<file path="config.mk">
export PLATFORM = sky130hd
export DESIGN_NAME = float_round_pipe_flat
export DESIGN_NICKNAME = d
export VERILOG_FILES = /design/src/rtl/float_round_pipe_if.sv /design/src/rtl/float_round_pipe.sv /design/src/flat_wrapper.sv
export SDC_FILE = /design/constraint.sdc
export NUM_CORES = 1
export LEC_CHECK = 0
export CAP_MARGIN = 10
export CORE_MARGIN = 10
export CORE_UTILIZATION = 59
export CTS_BUF_LIST = sky130_fd_sc_hd__clkbuf_8
export CTS_CLUSTER_DIAMETER = 200
export DETAILED_ROUTE_END_ITERATION = 8
export PLACE_DENSITY = 0.83
export SLEW_MARGIN = 10
export SYNTH_ARGS = -nofsm -noshare
export SYNTH_HDL_FRONTEND = slang
export SYNTH_SLANG_ARGS = --single-unit
</file>
<file path="constraint.sdc">
create_clock -name clk -period 8.02 [get_ports clk]
set_input_delay 0.802 -clock clk [delete_from_list [all_inputs] [get_ports clk]]
set_output_delay 0.802 -clock clk [all_outputs]
set_load 0.03 [all_outputs]
</file>
<file path="src/rtl/float_round_pipe_if.sv">
// float_round_pipe_if: operand/result valid-ready streams of the float rounder.
interface float_round_pipe_if #(
  parameter int EXP_W = 8,
  parameter int MAN_W = 23
);
  localparam int W = 1 + EXP_W + MAN_W;
  logic [W-1:0] in_a;
  logic [1:0]   in_mode;
  logic         in_valid;
  logic         in_ready;
  logic [W-1:0] out_z;
  logic         out_inexact;
  logic         out_valid;
  logic         out_ready;
  modport master (
    output in_a, in_mode, in_valid, out_ready,
    input  in_ready, out_z, out_inexact, out_valid
  );
  modport slave (
    input  in_a, in_mode, in_valid, out_ready,
    output in_ready, out_z, out_inexact, out_valid
  );
endinterface

</file>
<file path="src/rtl/float_round_pipe.sv">
// float_round_pipe: two-stage float round-to-integral with per-sample mode and inexact flag.
module float_round_pipe #(
  parameter int EXP_W = 8,
  parameter int MAN_W = 23
) (
  input logic clk,
  input logic rst,
  float_round_pipe_if.slave io
);
  localparam int W = 1 + EXP_W + MAN_W;
  localparam int BIAS = (1 << (EXP_W - 1)) - 1;
  localparam int FB = BIAS + MAN_W;
  localparam logic [MAN_W-1:0] QBIT = {1'b1, {(MAN_W-1){1'b0}}};
  localparam logic [MAN_W:0] ONE = {{MAN_W{1'b0}}, 1'b1};
  typedef enum logic [1:0] {K_PASS, K_SMALL, K_GEN} kind_t;
  logic             s1_valid_q;
  kind_t            s1_kind_q, s1_kind_d;
  logic             s1_sign_q;
  logic [EXP_W-1:0] s1_exp_q;
  logic [MAN_W-1:0] s1_man_q;
  logic [1:0]       s1_mode_q;
  logic [MAN_W:0]   s1_lsb_q, s1_lsb_d;
  logic [W-1:0]     s1_pass_q, s1_pass_d;
  logic             out_valid_q;
  logic [W-1:0]     out_z_q, out_z_d;
  logic             out_inexact_q, out_inexact_d;
  logic             in_sign;
  logic [EXP_W-1:0] in_exp;
  logic [MAN_W-1:0] in_man;
  logic [31:0]      e32;
  logic             e_max, man_nz;
  logic             s2_en, s1_en;
  logic [MAN_W:0]   sig, frac, guard_m, kept, sum;
  logic             guard, sticky, lsb, inc, one, carry;
  assign {in_sign, in_exp, in_man} = io.in_a;
  assign s2_en = !out_valid_q | io.out_ready;
  assign s1_en = !s1_valid_q | s2_en;
  assign io.in_ready = s1_en;
  assign io.out_valid = out_valid_q;
  assign io.out_z = out_z_q;
  assign io.out_inexact = out_inexact_q;
  always_comb begin
    e32 = 32'(in_exp);
    e_max = &in_exp;
    man_nz = |in_man;
    s1_kind_d = (e_max || (e32 == 32'd0 && !man_nz) || e32 >= 32'(FB)) ? K_PASS :
                (e32 < 32'(BIAS)) ? K_SMALL : K_GEN;
    s1_pass_d = {in_sign, in_exp, in_man | ((e_max && man_nz) ? QBIT : {MAN_W{1'b0}})};
    s1_lsb_d = ONE << (32'(FB) - e32);
  end
  always_comb begin
    sig = {1'b1, s1_man_q};
    frac = s1_lsb_q - ONE;
    guard_m = s1_lsb_q >> 1;
    guard = |(sig & guard_m);
    sticky = |(sig & frac & ~guard_m);
    lsb = |(sig & s1_lsb_q);
    kept = sig & ~frac;
    inc = (s1_mode_q == 2'd0) ? guard & (sticky | lsb) :
          (s1_mode_q == 2'd1) ? 1'b0 :
          (s1_mode_q == 2'd2) ? !s1_sign_q & (guard | sticky) :
                                 s1_sign_q & (guard | sticky);
    sum = kept + (inc ? s1_lsb_q : {(MAN_W+1){1'b0}});
    // sum is at least 2^MAN_W, so a cleared top bit can only mean it wrapped to 2^(MAN_W+1)
    carry = !sum[MAN_W];
    one = (s1_mode_q == 2'd0) ? (s1_exp_q == EXP_W'(BIAS - 1)) && (|s1_man_q) :
          (s1_mode_q == 2'd1) ? 1'b0 :
          (s1_mode_q == 2'd2) ? !s1_sign_q : s1_sign_q;
    out_z_d = (s1_kind_q == K_PASS) ? s1_pass_q :
              (s1_kind_q == K_SMALL) ? {s1_sign_q, one ? EXP_W'(BIAS) : {EXP_W{1'b0}}, {MAN_W{1'b0}}} :
              {s1_sign_q, s1_exp_q + {{(EXP_W-1){1'b0}}, carry}, sum[MAN_W-1:0]};
    out_inexact_d = (s1_kind_q == K_SMALL) || (s1_kind_q == K_GEN && (guard || sticky));
  end
  always_ff @(posedge clk) begin
    if (rst) begin
      s1_valid_q <= 1'b0;
      out_valid_q <= 1'b0;
      out_z_q <= '0;
      out_inexact_q <= 1'b0;
    end else begin
      if (s1_en) begin
        s1_valid_q <= io.in_valid;
        s1_kind_q <= s1_kind_d;
        s1_sign_q <= in_sign;
        s1_exp_q <= in_exp;
        s1_man_q <= in_man;
        s1_mode_q <= io.in_mode;
        s1_lsb_q <= s1_lsb_d;
        s1_pass_q <= s1_pass_d;
      end
      if (s2_en) begin
        out_valid_q <= s1_valid_q;
        if (s1_valid_q) begin
          out_z_q <= out_z_d;
          out_inexact_q <= out_inexact_d;
        end
      end
    end
  end
endmodule

</file>
<file path="src/flat_wrapper.sv">
// flat-port wrapper written by rule: the top's interface ports become plain ports
module float_round_pipe_flat 
#(
  parameter int EXP_W = 8,
  parameter int MAN_W = 23
)
  (clk, rst, io_in_a, io_in_mode, io_in_valid, io_out_ready, io_in_ready, io_out_z, io_out_inexact, io_out_valid);
  float_round_pipe_if #(.EXP_W(EXP_W), .MAN_W(MAN_W)) io_i ();
  input logic clk;
  input logic rst;
  input wire logic [$bits(io_i.in_a)-1:0] io_in_a;
  input wire logic [$bits(io_i.in_mode)-1:0] io_in_mode;
  input wire logic [$bits(io_i.in_valid)-1:0] io_in_valid;
  input wire logic [$bits(io_i.out_ready)-1:0] io_out_ready;
  output wire logic [$bits(io_i.in_ready)-1:0] io_in_ready;
  output wire logic [$bits(io_i.out_z)-1:0] io_out_z;
  output wire logic [$bits(io_i.out_inexact)-1:0] io_out_inexact;
  output wire logic [$bits(io_i.out_valid)-1:0] io_out_valid;
  assign io_i.in_a = io_in_a;
  assign io_i.in_mode = io_in_mode;
  assign io_i.in_valid = io_in_valid;
  assign io_i.out_ready = io_out_ready;
  assign io_in_ready = io_i.in_ready;
  assign io_out_z = io_i.out_z;
  assign io_out_inexact = io_i.out_inexact;
  assign io_out_valid = io_i.out_valid;
  float_round_pipe #(.EXP_W(EXP_W), .MAN_W(MAN_W)) u_core (.clk(clk), .rst(rst), .io(io_i));
endmodule
</file>
### Word-level counts from Yosys, hierarchy flattened

Index checks and enable logic that the tools add are counted.

| storage, ports and cells | value |
|---|---|
| flip-flop bits (word level) | 127 |
| output and inout bits | 35 |
| logic and storage cells | 75 |

| cells by class | value |
|---|---|
| shift operators | 1 |
| reduce and logical (&&, ||, !) cells | 24 |
| order comparisons | 2 |
| bitwise logic cells | 16 |
| eq/ne operators | 5 |
| add/subtract/negate cells | 4 |
| mux-type cells | 12 |

Operators with widths:

| operator | number |
|---|---|
| $and 24x24->24 | 4 |
| $reduce_or 24->1 | 3 |
| $reduce_or 23->1 | 2 |
| $mux 32 | 1 |
| $shl 1x32->24 const A | 1 |
| $mux 31 | 1 |
| $add 24x24->24 | 1 |
| $and 24x23->24 | 1 |
| $mux 24 | 1 |
| $not 23->24 | 1 |
| $not 24->24 | 1 |
| $sub 24x1->24 const B | 1 |
| $mux 23 | 1 |
| $or 23x23->23 | 1 |
| $sub 8x8->9 const A | 1 |
| $add 8x1->8 | 1 |
| $eq 8x7->1 const B | 1 |
| $ge 8x8->1 const B | 1 |
| $logic_not 8->1 | 1 |
| $lt 8x7->1 const B | 1 |
| $reduce_and 8->1 | 1 |
| $mux 7 | 1 |
| $mux 1 | 6 |
| $logic_not 1->1 | 5 |
| other kinds (10) | 25 |

### Longest topological paths before layout

Gate-level depths: netlist (run 1).

| depth | value |
|---|---|
| depth in word-level cells | 15 |
| depth in mapped cells | 29 |
| mapped depth without buffers | 26 |

### Worst setup path after synthesis (run 1)

No wires, ideal clock.

| path | value |
|---|---|
| kind | flip-flop to flip-flop |
| from | register u_core.s1_lsb_q[1] |
| to | register u_core.out_z_q[29] (netlist: u_core.io.out_z[29]) |
| setup time | 139 ps |
| cell stages (with the launch flop) | 30 |
| slack | 2050 ps |
| clock period less this slack | 5970 ps |
| arrival | 5831 ps |
| data required time | 7881 ps |
| path through | edfxtp_1 -> clkbuf_1 -> inv_1 -> ha_1 -> nor3b_1 -> and4_4 -> mux2i_1 -> a2111o_1 -> a2111oi_2 -> and3_4 -> a31oi_4 -> buf_6 -> and2_4 -> ha_1 -> clkbuf_1 -> a21o_1 -> a21o_1 -> a21o_1 -> or3_1 -> o211ai_1 -> nand4b_1 -> a31o_2 -> xnor2_1 -> ha_1 -> ha_1 -> nand3_1 -> nor2_1 -> xnor2_1 -> a2bb2oi_1 -> a211oi_1 |

| between the ends | value |
|---|---|
| longest elaborated chain between the ends | 15 |
| elaborated cells on any way between the ends | 25 |
| those cells by class | add/sub (3); mux (6); bitwise (12); reduce/logical (4) |

Ends and longest elaborated chain:

| item | RTL line | source |
|---|---|---|
| start, declared | float_round_pipe.sv:22 | `logic [MAN_W:0] s1_lsb_q, s1_lsb_d;` |
| start signal, assigned | float_round_pipe.sv:88 | `s1_lsb_q <= s1_lsb_d;` |
| $sub 24x1->24 | float_round_pipe.sv:53 | `frac = s1_lsb_q - ONE;` |
| $and 24x24->24 (2 in series) | float_round_pipe.sv:56 | `sticky = \|(sig & frac & ~guard_m);` |
| $reduce_or 24->1 | float_round_pipe.sv:56 |  |
| $or 1x1->1 | float_round_pipe.sv:61, float_round_pipe.sv:62 |  |
| $and 1x1->1 (on tied branches) | float_round_pipe.sv:62, float_round_pipe.sv:61 |  |
| $mux 1 | float_round_pipe.sv:61 | `(s1_mode_q == 2'd2) ? !s1_sign_q & (guard \| sticky) :` |
| $mux 1 | float_round_pipe.sv:60 | `(s1_mode_q == 2'd1) ? 1'b0 :` |
| $mux 1 | float_round_pipe.sv:59 | `inc = (s1_mode_q == 2'd0) ? guard & (sticky \| lsb) :` |
| $mux 24 | float_round_pipe.sv:63 | `sum = kept + (inc ? s1_lsb_q : {(MAN_W+1){1'b0}});` |
| $add 24x24->24 * | float_round_pipe.sv:63 |  |
| $logic_not 1->1 * | float_round_pipe.sv:65 | `carry = !sum[MAN_W];` |
| $add 8x1->8 * | float_round_pipe.sv:71 | `{s1_sign_q, s1_exp_q + {{(EXP_W-1){1'b0}}, carry}, sum[MAN_W-1:0]};` |
| $mux 31 * | float_round_pipe.sv:70 | `(s1_kind_q == K_SMALL) ? {s1_sign_q, one ? EXP_W'(BIAS) : {EXP_W{1'b0}}, {MAN_W{1'b0}}} :` |
| $mux 32 * | float_round_pipe.sv:69 | `out_z_d = (s1_kind_q == K_PASS) ? s1_pass_q :` |
| end signal, assigned | float_round_pipe.sv:94 | `out_z_q <= out_z_d;` |
| end, declared | float_round_pipe.sv:25 | `logic [W-1:0] out_z_q, out_z_d;` |

Every way passes the cells marked *; elsewhere a longest branch is shown, timed or not.
A chain may end at the register's enable or synchronous reset.

### Worst setup path in the final report (run 1)

Same ends and word-level chain as after synthesis.

==> results of run 1 <==
-- registers in the layout, summed over array words and instances (netlist names) --
| name | flops |
|---|---|
| u_core.s1_lsb_q | 24 |
| u_core.io.out_z | 32 |
| u_core.io.out_valid | 1 |
| u_core.io.out_inexact | 1 |
| u_core.s1_mode_q | 2 |
| u_core.s1_kind_q | 2 |
| u_core.s1_man_q | 1 |
| u_core.s1_pass_q | 32 |
| u_core.s1_valid_q | 1 |
-- worst max path at each step --
stage                                          start                               end  slack [ns]  depth (start not counted)
finish              u_core.s1_lsb_q[1]$_SDFFCE_PP0P_  u_core.io.out_z[29]$_SDFFE_PP0P_        1.16                         26
global route        u_core.s1_lsb_q[1]$_SDFFCE_PP0P_  u_core.io.out_z[29]$_SDFFE_PP0P_        0.57                         26
CTS                 u_core.s1_lsb_q[1]$_SDFFCE_PP0P_  u_core.io.out_z[29]$_SDFFE_PP0P_        1.25                         26
detailed placement  u_core.s1_lsb_q[1]$_SDFFCE_PP0P_  u_core.io.out_z[29]$_SDFFE_PP0P_        1.31                         26
global placement    u_core.s1_lsb_q[1]$_SDFFCE_PP0P_  u_core.io.out_z[29]$_SDFFE_PP0P_        1.53                         26
floorplan           u_core.s1_lsb_q[1]$_SDFFCE_PP0P_  u_core.io.out_z[29]$_SDFFE_PP0P_        2.05                         29
-- where the power goes --
| group | switching [uW] | total (uW) | leakage [uW] | internal [uW] |
|---|---|---|---|---|
| Sequential | 45.3 | 602 | 0.000892 | 556 |
| Combinational | 154 | 273 | 0.00181 | 119 |
| Clock | 165 | 275 | 0.0000842 | 110 |
| Total | 365 | 1150 | 0.00279 | 785 |
-- cell usage in the layout, fill, tap and decap left out, types with 4 or more instances in the layout --
master                            count
sky130_fd_sc_hd__and2_4              14
sky130_fd_sc_hd__clkbuf_8             9
sky130_fd_sc_hd__a21o_1              14
sky130_fd_sc_hd__or4_1                4
sky130_fd_sc_hd__nor4_1              17
sky130_fd_sc_hd__nor2b_1              4
sky130_fd_sc_hd__and4_1               5
sky130_fd_sc_hd__a22oi_1             26
sky130_fd_sc_hd__xor2_1              16
sky130_fd_sc_hd__a31o_2               5
sky130_fd_sc_hd__edfxtp_1            61
sky130_fd_sc_hd__and2_1              22
sky130_fd_sc_hd__nand2_1             38
sky130_fd_sc_hd__o31ai_1              4
sky130_fd_sc_hd__a211oi_1            21
sky130_fd_sc_hd__clkdlybuf4s50_1     72
sky130_fd_sc_hd__nor3b_1              8
sky130_fd_sc_hd__o21ai_0             17
sky130_fd_sc_hd__nand3_1             22
sky130_fd_sc_hd__nor2_1              91
sky130_fd_sc_hd__nand2b_1            16
sky130_fd_sc_hd__inv_1               20
sky130_fd_sc_hd__dfxtp_1             35
sky130_fd_sc_hd__nand3b_1             5
sky130_fd_sc_hd__a31oi_1              4
sky130_fd_sc_hd__o21bai_1             5
sky130_fd_sc_hd__ha_1                30
sky130_fd_sc_hd__a21oi_1             31
sky130_fd_sc_hd__buf_4                5
sky130_fd_sc_hd__nand4_1             11
sky130_fd_sc_hd__a221oi_1            18
sky130_fd_sc_hd__xnor2_1             22
sky130_fd_sc_hd__or3_1                7
sky130_fd_sc_hd__nor3_1              28
sky130_fd_sc_hd__o211ai_1             5
sky130_fd_sc_hd__and3_1              12
-- routing by layer --
layer | track usage (%) | vias to the layer above
met4 | 8.71 | 0
li1 | - | 2850
met3 | 4.53 | 35
met2 | 36.9 | 297
met1 | 32.9 | 2817
met5 | 0 | -
-- through the flow --
step	power, uW	worst slack [ns]
after floorplan	784	2.05
after global placement	872	1.53
after detailed placement	880	1.31
after CTS	1150	1.25
after global routing	1200	0.575
final	1150	1.16
-- area by class of cell --
cell class | instances | area [um2]
multi-input cells | 575 | 3880
fillers | 868 | 3360
flip-flops and latches | 96 | 2530
repair buffers | 77 | 758
well taps | 140 | 175
clock buffers | 9 | 124
inverters | 18 | 67.6
clock inverters | 6 | 37.5
-- critical path: cells and delay by family, from the launching register on --
kind                       cells  cell delay, ns
adders and majority gates      4            1.07
and+or+nand+nor                8            2.09
AOI/OAI and AO/OA             11            2.52
DFF                            1            0.57
xor gates and xnor gates       2            0.33
buffers and inverters          1            0.11
-- logic make-up after synthesis --
| family | count (synthesis) | synth area share, % |
|---|---|---|
| AO/OA/AOI/OAI | 182 | 19.9 |
| AND/OR/NAND/NOR | 318 | 26.2 |
| flip-flops | 96 | 38.0 |
| adder cells (fa/ha/maj) | 31 | 5.94 |
| XOR/XNOR | 38 | 5.00 |
| multiplexers | 6 | 0.958 |
| buffers and inverters | 58 | 3.96 |
==> flow_summary.json, run 1 <==
{
  "fin_worst_skew_ns": 0.0187,
  "rsz0062_at_grt": "false",
  "first_iter_violations": 670,
  "final_max_slew_viol_count": 0,
  "die-area_um2": 15900,
  "post_synth_inst_count": 729,
  "area_overhead_vs_synth_pct": 13.7,
  "synth_edf_count": 61,
  "finish.utilization_pct": 69.2,
  "cts.repair.resized": 0,
  "met1_length_um": 8490,
  "worst-setup-path-type": "flop to flop",
  "drtPass1Iterations": 8,
  "finish.cell_count_without_fillers": 921,
  "netlist_top_cells_count": "91 x sky130_fd_sc_hd__nor2_1, 61 x sky130_fd_sc_hd__edfxtp_1, 38 x sky130_fd_sc_hd__nand2_1",
  "worst_path_largest_cell_delay_ns": 0.57,
  "synth-seq-area-share_pct": 38.0,
  "finish.net_count": 846,
  "dieWidth_um": 126,
  "crit-reg2reg-capture": "u_core.io.out_z[29]$_SDFFE_PP0P_",
  "design.portCount": 73,
  "detailed_place.area_um2": 7410,
  "synth_nets": 798,
  "timing.critical_path.from_type": "flop",
  "start_util_pct": 60.9,
  "clk_transition_reported_paths_ns": 0.09,
  "cts_post_setup_buffers_inserted": 0,
  "grt_use_total_pct": 24.0,
  "crit_arrival_ns": 7.10,
  "pwr_dens_nw_per_um2": 152,
  "synth_most_common_cell": "sky130_fd_sc_hd__nor2_1",
  "min_to": "u_core.io.out_z[31]$_SDFFE_PP0P_",
  "min_from": "u_core.io.out_z[31]$_SDFFE_PP0P_",
  "synth_area_leaders": "sky130_fd_sc_hd__edfxtp_1 28%, sky130_fd_sc_hd__dfxtp_1 11%, sky130_fd_sc_hd__ha_1 5.6%",
  "worstHoldPathType": "flop to flop",
  "clock_tree.buffer_depth": 2,
  "synthesis.area_um2": 6660,
  "ant_nets": 0,
  "wl_per_cell_um": 21.1,
  "maxCapViolations": 0,
  "drt_wl_total_um": 19500,
  "hold_violations": 0,
  "synth_largest_type_area_fraction_pct": 27.5,
  "vias": 5999,
  "place_inst": 906,
  "cellLeakagePower_uw": 0.00279,
  "netlist-cell-type-count": 74,
  "wire_length_of_the_first_global_routing_pass_um": 31100,
  "post_synth.cell_area_avg_um2": 9.14,
  "route.top_layer_used": "met4",
  "cp_slowest_cell": "sky130_fd_sc_hd__edfxtp_1",
  "worst_hold_slack_ns": 0.466,
  "drc_errors": 0,
  "run_status": "completed",
  "clock_buffers_created_by_tritoncts": 9,
  "rows": 38,
  "timing.critical_path.mode_cell": "sky130_fd_sc_hd__ha_1",
  "cts-hold-fix-buffers": 0,
  "die_y_um": 126,
  "yosysWarnings": 0,
  "place.gp.congestion": 1.04,
  "synth-async-reset-ratio_pct": 0,
  "cts_tree": "built",
  "fmaxAchievable_mhz": 146,
  "grt_start_max_net_pins": 61,
  "antenna-diode-count": 0,
  "ff2ff_setup_slack_ns": 1.16,
  "final_design_area_no_fill_um2": 7570,
  "root_buffer": "sky130_fd_sc_hd__clkbuf_8",
  "worst-r2r-cell-count": 26,
  "timing.max_slew.rel_slack_pct": 33.3,
  "detailroute.wirelength.met2_um": 8810,
  "grt_pass1_vias": 5763,
  "clock_latency_ns": 0.38,
  "antenna_found_initial": 0,
  "clock-sinks": 96,
  "vias_per_cell": 6.51,
  "synth_largest_area_cell": "sky130_fd_sc_hd__edfxtp_1",
  "worstPathMaxFanout": 23,
  "layout-drive-gt1-share_pct": 6.79,
  "core_region_area_um2": 10900,
  "ys_seq_elements": 96,
  "rr_startpoint": "u_core.s1_lsb_q[1]$_SDFFCE_PP0P_",
  "layout_worst_path_cycle_share_pct": 85.5,
  "finalCriticalPeriod_ns": 6.86,
  "peakVddDrop_uv": 115,
  "crit_required_ns": 8.26,
  "hold_path_depth": 2,
  "total_number_of_h_tree_levels": 3,
  "endpoint_kind": "flop",
  "worst_pin_slew_ns": 1.00,
  "grt-ovfl-total": 0,
  "totalNegativeSetupSlack_ns": 0,
  "port_buffers": 72,
  "final-setup-viol-count": 0,
  "ys_dominant_reg_cell": "sky130_fd_sc_hd__edfxtp_1",
  "wl_met3_um": 1750,
  "dp.final_hpwl_um": 15000
}
Power figures use the tool's default switching activity.
==> inputs of run 2 (changes only) <==
PLACE_DENSITY = 0.87   (was 0.83)
==> run 2 against run 1 <==
  * Worst setup slack got worse by 0.076 ns
  * Sequential share of layout area fell by 0.30 points
  * Sequential cell count did not move
  * Die area did not move
  * Critical endpoint unchanged
==> flow_summary.json, run 2 (synthesis gave the netlist of run 1 again) <==
{
  "layout_worst_path_cycle_share_pct": 86.5,
  "crit_buf_inv": 1,
  "rows": 38,
  "pwr_dens_nw_per_um2": 162,
  "min_to": "u_core.io.out_z[31]$_SDFFE_PP0P_",
  "place.gp.congestion": 1.04,
  "totalNegativeSetupSlack_ns": 0,
  "worst-setup-path-type": "flop to flop",
  "antenna_found_initial": 0,
  "cp_slowest_cell": "sky130_fd_sc_hd__edfxtp_1",
  "vias_per_cell": 6.57,
  "final_max_slew_viol_count": 0,
  "crit_arrival_ns": 7.23,
  "crit-reg2reg-capture": "u_core.io.out_z[29]$_SDFFE_PP0P_",
  "crit_required_ns": 8.31,
  "timing.max_slew.rel_slack_pct": 32.4,
  "port_buffers": 72,
  "grt_use_total_pct": 24.4,
  "hold_path_depth": 2,
  "area_overhead_vs_synth_pct": 14.7,
  "clock-sinks": 96,
  "path_delay_family": "compound AO/OA/AOI/OAI gates",
  "total_number_of_h_tree_levels": 3,
  "design.portCount": 73,
  "wl_per_cell_um": 21.5,
  "finalCriticalPeriod_ns": 6.93,
  "drtPass1Iterations": 5,
  "total_power_uw": 1240,
  "wire_length_of_the_first_global_routing_pass_um": 31700,
  "drt_wl_total_um": 19800,
  "layout_commonest_cell": "sky130_fd_sc_hd__nor2_1",
  "drc_errors": 0,
  "clk_transition_reported_paths_ns": 0.09,
  "cts.repair.resized": 0,
  "rr_startpoint": "u_core.s1_lsb_q[1]$_SDFFCE_PP0P_",
  "timing.critical_path.from_type": "flop",
  "fmaxAchievable_mhz": 144,
  "die_y_um": 126,
  "min_from": "u_core.io.out_z[31]$_SDFFE_PP0P_",
  "die-area_um2": 15900,
  "dieWidth_um": 126,
  "finish.utilization_pct": 69.9,
  "finish.net_count": 846,
  "worst-r2r-cell-count": 26,
  "worstHoldPathType": "flop to flop",
  "clock_tree.buffer_depth": 2,
  "clock_latency_ns": 0.39,
  "fin_worst_skew_ns": 0.0218,
  "worst_pin_slew_ns": 1.01,
  "most-common-layout-cells": "91 x sky130_fd_sc_hd__nor2_1, 72 x sky130_fd_sc_hd__clkdlybuf4s50_1, 61 x sky130_fd_sc_hd__edfxtp_1",
  "cellLeakagePower_uw": 0.00281,
  "worst_path_largest_cell_delay_ns": 0.56,
  "layout-drive-gt1-share_pct": 7.03,
  "cts_post_setup_buffers_inserted": 0,
  "dp.final_hpwl_um": 15100,
  "worstPathMaxFanout": 23,
  "hold_violations": 0,
  "run_status": "completed",
  "peakVddDrop_uv": 120,
  "grt_start_max_net_pins": 62,
  "ff2ff_setup_slack_ns": 1.09,
  "timing.critical_path.mode_cell": "sky130_fd_sc_hd__ha_1",
  "first_iter_violations": 764,
  "core_region_area_um2": 10900,
  "grt_pass1_vias": 5832,
  "start_util_pct": 60.9,
  "clock_buffers_created_by_tritoncts": 9,
  "final-setup-viol-count": 0,
  "root_buffer": "sky130_fd_sc_hd__clkbuf_8",
  "maxCapViolations": 0,
  "endpoint_kind": "flop",
  "cts_tree": "built",
  "grt-ovfl-total": 0,
  "vias": 6059,
  "cts-hold-fix-buffers": 0,
  "rsz0062_at_grt": "false",
  "antenna-diode-count": 0,
  "ant_nets": 0
}
-- run 2: changes by cell type in the layout (fill, tap and decap cells not counted) --
cell / delta
sky130_fd_sc_hd__bufinv_16: +2
sky130_fd_sc_hd__inv_1: -2
sky130_fd_sc_hd__clkinv_1: +1
sky130_fd_sc_hd__clkinv_8: +1
sky130_fd_sc_hd__clkinvlp_2: -1
-- run 2: worst reg2reg max path: cells and delay by family, from the launching register on --
family                   cells  cell delay, ns
AO/OA/AOI/OAI               11            2.62
AND/OR/NAND/NOR              8            2.20
adder cells (fa/ha/maj)      4            1.10
flip-flops                   1            0.56
XOR/XNOR                     2            0.28
buffers and inverters        1            0.12
-- run 2: power by group --
part           internal, uW  switching, uW
Combinational           119            154
Sequential              556           46.1
Clock                   179            185
Total                   854            386
-- run 2: layout make-up --
type	count	area, um2
flip-flops and latches	96	2530
clock buffers	9	124
fillers	865	3300
inverters	18	67.6
clock inverters	7	105
well taps	140	175
repair buffers	77	758
multi-input cells	575	3880
-- run 2: through the flow --
step / std cells / worst slack [ns] / cell area [um2] / hold WS, ns
after global placement: 906 / 1.51 / 7410 / 0.444
after floorplan: 729 / 2.05 / 6660 / 0.508
after global routing: 922 / 0.600 / 7640 / 0.502
after CTS: 922 / 1.23 / 7640 / 0.472
final: 922 / 1.09 / 7640 / 0.466
after detailed placement: 906 / 1.28 / 7410 / 0.459
-- run 2: per-layer routing --
metal  routed length (um)  global-route usage, %
met3                 1820                   5.70
met5                    0                      0
met4                  580                   9.98
met1                 8430                   32.5
met2                 9020                   37.3
-- run 2: worst max path at each step --
stage | from | to | slack (ns) | cells after the start
6_report | u_core.s1_lsb_q[1]$_SDFFCE_PP0P_ | u_core.io.out_z[29]$_SDFFE_PP0P_ | 1.09 | 26
5_1_grt | u_core.s1_lsb_q[1]$_SDFFCE_PP0P_ | u_core.io.out_z[29]$_SDFFE_PP0P_ | 0.60 | 26
4_1_cts | u_core.s1_lsb_q[1]$_SDFFCE_PP0P_ | u_core.io.out_z[29]$_SDFFE_PP0P_ | 1.23 | 26
3_5_place_dp | u_core.s1_lsb_q[1]$_SDFFCE_PP0P_ | u_core.io.out_z[29]$_SDFFE_PP0P_ | 1.28 | 26
3_3_place_gp | u_core.s1_lsb_q[1]$_SDFFCE_PP0P_ | u_core.io.out_z[29]$_SDFFE_PP0P_ | 1.51 | 26
2_1_floorplan | u_core.s1_lsb_q[1]$_SDFFCE_PP0P_ | u_core.io.out_z[29]$_SDFFE_PP0P_ | 2.05 | 29
